[src/rtl/chip8_audio_pkg.sv]
// rtl/chip8_audio_pkg.sv - shared types and defaults for the PDM capture path
package chip8_audio_pkg;

    // Capture FSM states
    typedef enum logic [1:0] {
        ST_IDLE   = 2'd0,
        ST_SETTLE = 2'd1,
        ST_RUN    = 2'd2
    } pdm_state_t;

    // Microphone bit clock: clk_in cycles per bit period
    localparam int DEF_CLK_DIV     = 32;

    // log2 of PDM bits summed into one PCM sample
    localparam int DEF_WINDOW_LOG2 = 10;

    // PCM sample width and the offset that turns an unsigned count into two's complement
    localparam int         SAMPLE_W    = 8;
    localparam logic [7:0] SAMPLE_BIAS = 8'h80;

endpackage

[src/rtl/pdm_clk_gen.sv]
// rtl/pdm_clk_gen.sv - microphone bit clock divider and PDM sampling tick
module pdm_clk_gen #(
    parameter int CLK_DIV = 32
) (
    input  logic clk_in,
    input  logic rst_in,
    input  logic run_in,
    output logic mic_clk_out,
    output logic tick_out
);

    localparam int DW = $clog2(CLK_DIV);

    logic [DW-1:0] r_div;
    logic [DW-1:0] w_div_next;
    logic          r_mic_clk;

    // Divider wraps at CLK_DIV-1; mic clock is high for the first half of the count
    assign w_div_next  = (r_div == DW'(CLK_DIV - 1)) ? '0 : r_div + 1'b1;
    assign tick_out    = run_in && (r_div == DW'(CLK_DIV - 1));
    assign mic_clk_out = r_mic_clk;

    // Divider and registered bit clock; both parked at zero when not running
    always_ff @(posedge clk_in or negedge rst_in) begin
        if (!rst_in) begin
            r_div     <= '0;
            r_mic_clk <= 1'b0;
        end else if (!run_in) begin
            r_div     <= '0;
            r_mic_clk <= 1'b0;
        end else begin
            r_div     <= w_div_next;
            r_mic_clk <= (w_div_next < DW'(CLK_DIV / 2));
        end
    end

endmodule

[src/rtl/pdm_decimator.sv]
// rtl/pdm_decimator.sv - PDM microphone to 8-bit PCM boxcar decimator with sample handshake
module pdm_decimator
    import chip8_audio_pkg::*;
#(
    parameter int CLK_DIV        = DEF_CLK_DIV,
    parameter int WINDOW_LOG2    = DEF_WINDOW_LOG2,
    parameter int SETTLE_WINDOWS = 1
) (
    input  logic                clk_in,
    input  logic                rst_in,
    input  logic                enable_in,
    input  logic                pdm_in,
    output logic                mic_clk_out,
    output logic [SAMPLE_W-1:0] sample_out,
    output logic                sample_valid_out,
    input  logic                sample_ready_in,
    output logic                overrun_out,
    input  logic                overrun_clr_in
);

    localparam int SHIFT = WINDOW_LOG2 - 8;

    pdm_state_t            r_state;
    pdm_state_t            w_state_next;
    logic [15:0]           r_settle_cnt;
    logic [15:0]           w_settle_next;
    logic                  r_en_d;
    logic                  w_run;
    logic                  w_tick;
    logic                  w_win_end;
    logic                  w_load;
    logic [WINDOW_LOG2-1:0] r_bit_cnt;
    logic [WINDOW_LOG2:0]   r_ones;
    logic [WINDOW_LOG2:0]   w_total;
    logic [WINDOW_LOG2:0]   w_shifted;
    logic [SAMPLE_W-1:0]    w_sat;
    logic [SAMPLE_W-1:0]    r_sample;
    logic                   r_valid;
    logic                   r_overrun;

    // Enable low stops the bit clock in the same cycle, so a window cannot end after enable falls
    assign w_run = enable_in && (r_state != ST_IDLE);

    pdm_clk_gen #(
        .CLK_DIV (CLK_DIV)
    ) u_clk_gen (
        .clk_in      (clk_in),
        .rst_in      (rst_in),
        .run_in      (w_run),
        .mic_clk_out (mic_clk_out),
        .tick_out    (w_tick)
    );

    assign w_win_end = w_tick && (&r_bit_cnt);
    assign w_total   = r_ones + (WINDOW_LOG2 + 1)'(pdm_in);
    assign w_shifted = w_total >> SHIFT;
    assign w_sat     = (|w_shifted[WINDOW_LOG2:8]) ? 8'hFF : w_shifted[7:0];

    // Window accumulation: count bits and ones per tick, restart at each window end
    always_ff @(posedge clk_in or negedge rst_in) begin
        if (!rst_in) begin
            r_bit_cnt <= '0;
            r_ones    <= '0;
        end else if (!w_run) begin
            r_bit_cnt <= '0;
            r_ones    <= '0;
        end else if (w_tick) begin
            if (&r_bit_cnt) begin
                r_bit_cnt <= '0;
                r_ones    <= '0;
            end else begin
                r_bit_cnt <= r_bit_cnt + 1'b1;
                r_ones    <= w_total;
            end
        end
    end

    // State, settle counter and enable history for rise detection
    always_ff @(posedge clk_in or negedge rst_in) begin
        if (!rst_in) begin
            r_state      <= ST_IDLE;
            r_settle_cnt <= '0;
            r_en_d       <= 1'b0;
        end else begin
            r_state      <= w_state_next;
            r_settle_cnt <= w_settle_next;
            r_en_d       <= enable_in;
        end
    end

    // Next-state logic; only window ends seen in RUN produce a sample
    always_comb begin
        w_state_next  = r_state;
        w_settle_next = r_settle_cnt;
        w_load        = 1'b0;
        if (!enable_in) begin
            w_state_next  = ST_IDLE;
            w_settle_next = '0;
        end else begin
            case (r_state)
                ST_IDLE: begin
                    w_settle_next = '0;
                    if (!r_en_d) begin
                        w_state_next = (SETTLE_WINDOWS == 0) ? ST_RUN : ST_SETTLE;
                    end
                end
                ST_SETTLE: begin
                    if (w_win_end) begin
                        if (r_settle_cnt == 16'(SETTLE_WINDOWS - 1)) begin
                            w_state_next = ST_RUN;
                        end else begin
                            w_settle_next = r_settle_cnt + 16'd1;
                        end
                    end
                end
                ST_RUN: begin
                    w_load = w_win_end;
                end
                default: begin
                    w_state_next = ST_IDLE;
                end
            endcase
        end
    end

    // Output sample register with valid/ready handshake and sticky overrun
    always_ff @(posedge clk_in or negedge rst_in) begin
        if (!rst_in) begin
            r_sample  <= '0;
            r_valid   <= 1'b0;
            r_overrun <= 1'b0;
        end else begin
            if (w_load) begin
                r_sample <= w_sat ^ SAMPLE_BIAS;
                r_valid  <= 1'b1;
            end else if (r_valid && sample_ready_in) begin
                r_valid  <= 1'b0;
            end
            if (w_load && r_valid && !sample_ready_in) begin
                r_overrun <= 1'b1;
            end else if (overrun_clr_in) begin
                r_overrun <= 1'b0;
            end
        end
    end

    assign sample_out       = r_sample;
    assign sample_valid_out = r_valid;
    assign overrun_out      = r_overrun;

endmodule

[config.mk]
export PLATFORM = sky130hd
export DESIGN_NAME = pdm_decimator
export DESIGN_NICKNAME = d
export VERILOG_FILES = /design/src/rtl/chip8_audio_pkg.sv /design/src/rtl/pdm_clk_gen.sv /design/src/rtl/pdm_decimator.sv
export SDC_FILE = /design/constraint.sdc
export NUM_CORES = 1
export LEC_CHECK = 0
export BUFFER_PORTS_ARGS = -buffer_cell sky130_fd_sc_hd__buf_2
export CELL_PAD_IN_SITES_DETAIL_PLACEMENT = 2
export CELL_PAD_IN_SITES_GLOBAL_PLACEMENT = 2
export CORE_ASPECT_RATIO = 1.75
export CORE_MARGIN = 8
export CORE_UTILIZATION = 39
export CTS_CLUSTER_DIAMETER = 30
export DETAILED_ROUTE_END_ITERATION = 16
export PLACE_DENSITY_LB_ADDON = 0.1
export SYNTH_ARGS = -nofsm -noshare
export SYNTH_HDL_FRONTEND = slang
export SYNTH_SLANG_ARGS = --single-unit
[constraint.sdc]
create_clock -name clk_in -period 5.95 [get_ports clk_in]
set_input_delay 0.2975 -clock clk_in [delete_from_list [all_inputs] [get_ports clk_in]]
set_output_delay 0.2975 -clock clk_in [all_outputs]
set_load 0.02 [all_outputs]
* Word level (Yosys, flattened, before mapping) *
Cells that the tools add are included.

cells by class
  add/sub/neg operators = 4
  multiply operators = 0
  divide/modulo/power cells = 0
  $lt $le $gt $ge = 1
  equality and inequality tests = 10
  shifts and indexed selects = 0
  muxes and demuxes = 25
  bitwise logic cells = 1
  reduce and logical (&&, ||, !) cells = 15

operators with widths
  operator                                                          number
  16-bit two-way mux                                                3
  11-bit two-way mux                                                3
  16-bit case mux with 2 select lines                               1
  10-bit two-way mux                                                3
  16-bit by 1-bit adder with 16-bit output (second input constant)  1
  16-bit zero test                                                  1
  3-bit != test (second input constant)                             4
  11-bit by 1-bit adder with 11-bit output                          1
  10-bit by 1-bit adder with 10-bit output (second input constant)  1
  5-bit two-way mux                                                 2
  10-bit AND reduction                                              1
  2-bit two-way mux                                                 4
  8-bit two-way mux                                                 1
  1-bit two-way mux                                                 7
  1-bit logical AND                                                 6
  2-bit case mux with 3 select lines                                1
  2-bit nonzero test                                                3
  5-bit by 1-bit adder with 5-bit output (second input constant)    1
  5-bit == test (second input constant)                             1
  5-bit less-than comparator (second input constant)                1
  2-bit != test (second input constant)                             2
  4-bit AND reduction                                               1
  3-bit by 1-bit != test with 1-bit output (second input constant)  1
  3-bit AND reduction                                               1
  5 further kinds                                                   5

word-level totals
  register bits after elaboration = 56
  bits in latches = 0
  bits in writable memories = 0
  ROM bits = 0
  output and inout bits = 11
  logic and storage cells = 66
  memories kept = 0

* Depth between registers and ports, before layout *
  depth after elaboration = 9
  gate-level depth with buffers = 10
  depth with buffers taken out = 8

* Hierarchy *
A second synthesis with hierarchy kept.

unflattened totals
  cells, all modules = 301
  area, all modules = 3021.6 µm²

by module, submodules not included
  module         times used  cells an instance  area each (µm²)  sequential area each (µm²)
  pdm_decimator  1           280                2760.1           1251.2
  pdm_clk_gen    1           21                 261.5            150.1

* Worst setup path before layout *
Ideal clock, no wire load.

  path type = register to register
  start point = register u_clk_gen.r_div[0]
  end point = register r_settle_cnt[14]
  data arrival time = 2.187 ns
  required time = 5.872 ns
  setup slack = 3.685 ns
  cell stages (with the launch flop) = 10
  path buffers = 1
  clock period less this slack = 2.265 ns
  cell sequence = dfrtp_1 > ha_1 > and3_1 > ha_1 > buf_4 > nand4_1 > nor4_4 > a21oi_2 > or4_1 > a21oi_1

on the way
  longest elaborated chain between the ends = 5

ends and longest elaborated chain
  element                               line                 source
  from (decl)                           pdm_clk_gen.sv:14    logic [DW-1:0] r_div;
  from (signal assigned)                pdm_clk_gen.sv:32    r_div <= w_div_next;
  5-bit == test                         pdm_clk_gen.sv:20    assign tick_out = run_in && (r_div == DW'(CLK_DIV - 1));
  1-bit logical AND                     pdm_clk_gen.sv:20
  1-bit logical AND                     pdm_decimator.sv:54  assign w_win_end = w_tick && (&r_bit_cnt);
  3-bit != test (no source line)        -
  3-bit AND reduction (no source line)  -
  to (signal assigned)                  pdm_decimator.sv:86  r_settle_cnt <= w_settle_next;
  to (decl)                             pdm_decimator.sv:25  logic [15:0] r_settle_cnt;

No other way between the ends.
A chain may end at the register's enable or synchronous reset.

* Worst setup path after layout *
  start point = register u_clk_gen.r_div[0]
  end point = register r_settle_cnt[12]

The elaborated chain is that of the path after synthesis.

==> out/metrics.csv <==
metric;value;unit
fill_cells;797;
hold_viol;0;
floorplan.initialDensity;40.0;%
worst_hold_slack;122;ps
grt_overflow_total;0;
vias_per_cell;6.02;
syn_to_final_growth;10.5;%
fin_cells;396;
final-seq-area;1400;µm²
slew_viol_final;0;
numCtsBuffers;5;
mostFrequentLayoutCells;dfrtp_1 (56), nand2_1 (27), o21ai_0 (26), nor2_1 (20), a21oi_1 (19);
final_common_cell;dfrtp_1;
ant_nets;0;
grt.busiest_layer;met2;
clkTransAtPathRegs;70;ps
critPathMaxFanout;25;
crit_buf_inv;0;
synth_cells;293;
clockBufferDepth;2;
synth_edf_count;0;
fin_crit_sh;47.3;%
portBuffers;16;
diodes;0;
drc;0;
drive_gt1_share;11.3;%
crit_type;reg -> reg;
use_met3;2.70;%
dieHeight;129;µm
via_count;2382;
p_per_area;224;nW/µm²
wirelength;7880;µm
crit_arrival;3040;ps
core-area;7130;µm²
multiInputGateArea;1380;µm²
drv_cap;0;
clock_latency;300;ps
cts_setup_buffers;0;
outcome;complete, no violations;
die_w;80.7;µm
power;0.707;mW
post_drt_wl_per_cell;19.9;µm
placed_cells;389;
final_util;44.2;%
cts_resized;0;
critPathTopFamily;simple AND/OR/NAND/NOR gates;
clock_skew;4.97;ps
cts_tree;built;
antenna_found_initial;0;
dr.pass1.iters;4;
grt_usage;16.4;%
synth.avg_cell_area;9.74;µm²
async_reset_ff_share;100;%
grt_pass1_wl;13300;µm
post_synth_num_cell_types;48;
gp_congestion;0.737;
grt_pass1_vias;2674;
synth_fp_nets;306;
ir_drop;168;µV
layout.nets;323;
setup_violations;0;
cts_root_buf;clkbuf_16;
start_kind;register;
crit_required;6170;ps
path_cells;ha_1, and3_1, ha_1, nand4_1, nor4_4, a21oi_2, or4_1, a31oi_1;
worst_setup_path_end_kind;register;
max_stage_delay;560;ps
hpwl;5730;µm
htree_levels;2;
met2_usage;31.7;%
yosys_most_used_dff;dfrtp_1;
grtUsageMet1;16.0;%
leakagePower;1.37;nW
hold_path_class;in -> async;
syn-cell-area;2850;µm²
tns;0;ps
yosysSeqAreaShare;49.1;%
yosys_warnings;0;
fin_crit;2820;ps
tightest_slew;974;ps
die-area;10400;µm²
rsz0062_at_grt;false;
cp_slowest_cell;or4_1;
path_common_cell;ha_1;
cts_hold_buf;0;
grt_max_degree;57;
io_pins;17;
max_slew_margin;35.0;%
yosys_register_bits;56;
fmax;355;MHz
cts_sinks;56;
placementRows;41;
drtIter0Drc;49;
==> cells by family (layout without fill, tap and decap cells) <==
family          after synthesis  after routing  share of synthesized area (%)
mux                           2              2                          0.746
compound gates               73             73                           16.0
flops                        56             56                           49.1
buf+inv                      16             33                           2.63
simple gates                127            127                           24.7
fa+ha+maj                     7              7                           3.07
xor+xnor                     12             12                           3.68
==> final timing paths <==
kind                       depth (start not counted)  slack, ps                    end               start
setup / recovery                                   8       3130       r_settle_cnt[12]  u_clk_gen.r_div[0]
hold / removal                                     2        120  u_clk_gen.mic_clk_out              rst_in
setup reg to reg                                   8       3130       r_settle_cnt[12]  u_clk_gen.r_div[0]
hold reg to reg                                    1        480     u_clk_gen.r_div[0]  u_clk_gen.r_div[0]
max in group asynchronous                          2       5290          sample_out[4]              rst_in
min in group clk_in                                2        190            overrun_out      overrun_clr_in
==> metal layers <==
layer	routed length [µm]	up-vias
met5	0	-
met4	237	0
met3	132	15
li1	-	1106
met1	2880	1237
met2	4630	24
==> cells in the mapped netlist (all sizes together), types with 2 or more instances <==
| cell | number | area (µm²) |
|---|---|---|
| o31ai | 6 | 45.0 |
| nand4 | 10 | 77.6 |
| nor3 | 4 | 20.0 |
| buf | 5 | 33.8 |
| xnor2 | 3 | 26.3 |
| a31oi | 3 | 18.8 |
| nand2b | 8 | 50.1 |
| a21oi | 20 | 104 |
| nor2 | 21 | 86.3 |
| or4 | 6 | 45.0 |
| nor2b | 2 | 12.5 |
| or3 | 9 | 56.3 |
| o21a | 2 | 15.0 |
| o21ai | 27 | 139 |
| and2 | 5 | 31.3 |
| o211ai | 3 | 22.5 |
| inv | 6 | 22.5 |
| nor4 | 7 | 65.1 |
| clkbuf | 5 | 18.8 |
| nand3 | 17 | 85.1 |
| dfrtp | 56 | 1400 |
| nand2 | 27 | 101 |
| a22o | 4 | 35.0 |
| and4 | 2 | 17.5 |
| and3 | 7 | 43.8 |
| xor2 | 9 | 78.8 |
| ha | 7 | 87.6 |
==> registers in the layout, summed over array words and instances (netlist names) <==
signal,cells
r_bit_cnt,10
r_settle_cnt,16
r_ones,11
overrun_out,1
u_clk_gen.r_div,5
sample_valid_out,1
u_clk_gen.mic_clk_out,1
r_en_d,1
r_state,2
sample_out,8
==> report_power, final <==
group,switching [mW],internal (mW),leakage [nW]
clock,0.139,0.154,0.0667
sequential,0.00259,0.383,0.777
combinational,0.0219,0.00726,0.528
total,0.163,0.544,1.37
==> per-stage QoR <==
step	cell area, µm²	setup slack (ps)
after floorplan	2850	3680
after global placement	3020	3260
after detailed placement	3020	3100
after CTS	3150	3050
after global routing	3150	2870
final	3150	3130
==> worst register-to-register path, stage by stage (launching register included) <==
cell and delay (ps):
dfrtp_1 370, ha_1 180, and3_1 160, ha_1 320
nand4_1 350, nor4_4 300, a21oi_2 300, or4_1 570
a31oi_1 180
==> layout make-up <==
type / instances / area share (%)
flip-flops and latches: 56 / 44.5
multi-input cells: 221 / 43.7
clock buffers: 6 / 4.09
repair buffers: 20 / 3.49
well taps: 86 / 3.41
inverters: 6 / 0.715
clock inverters: 1 / 0.159
Power figures use the tool's default switching activity.
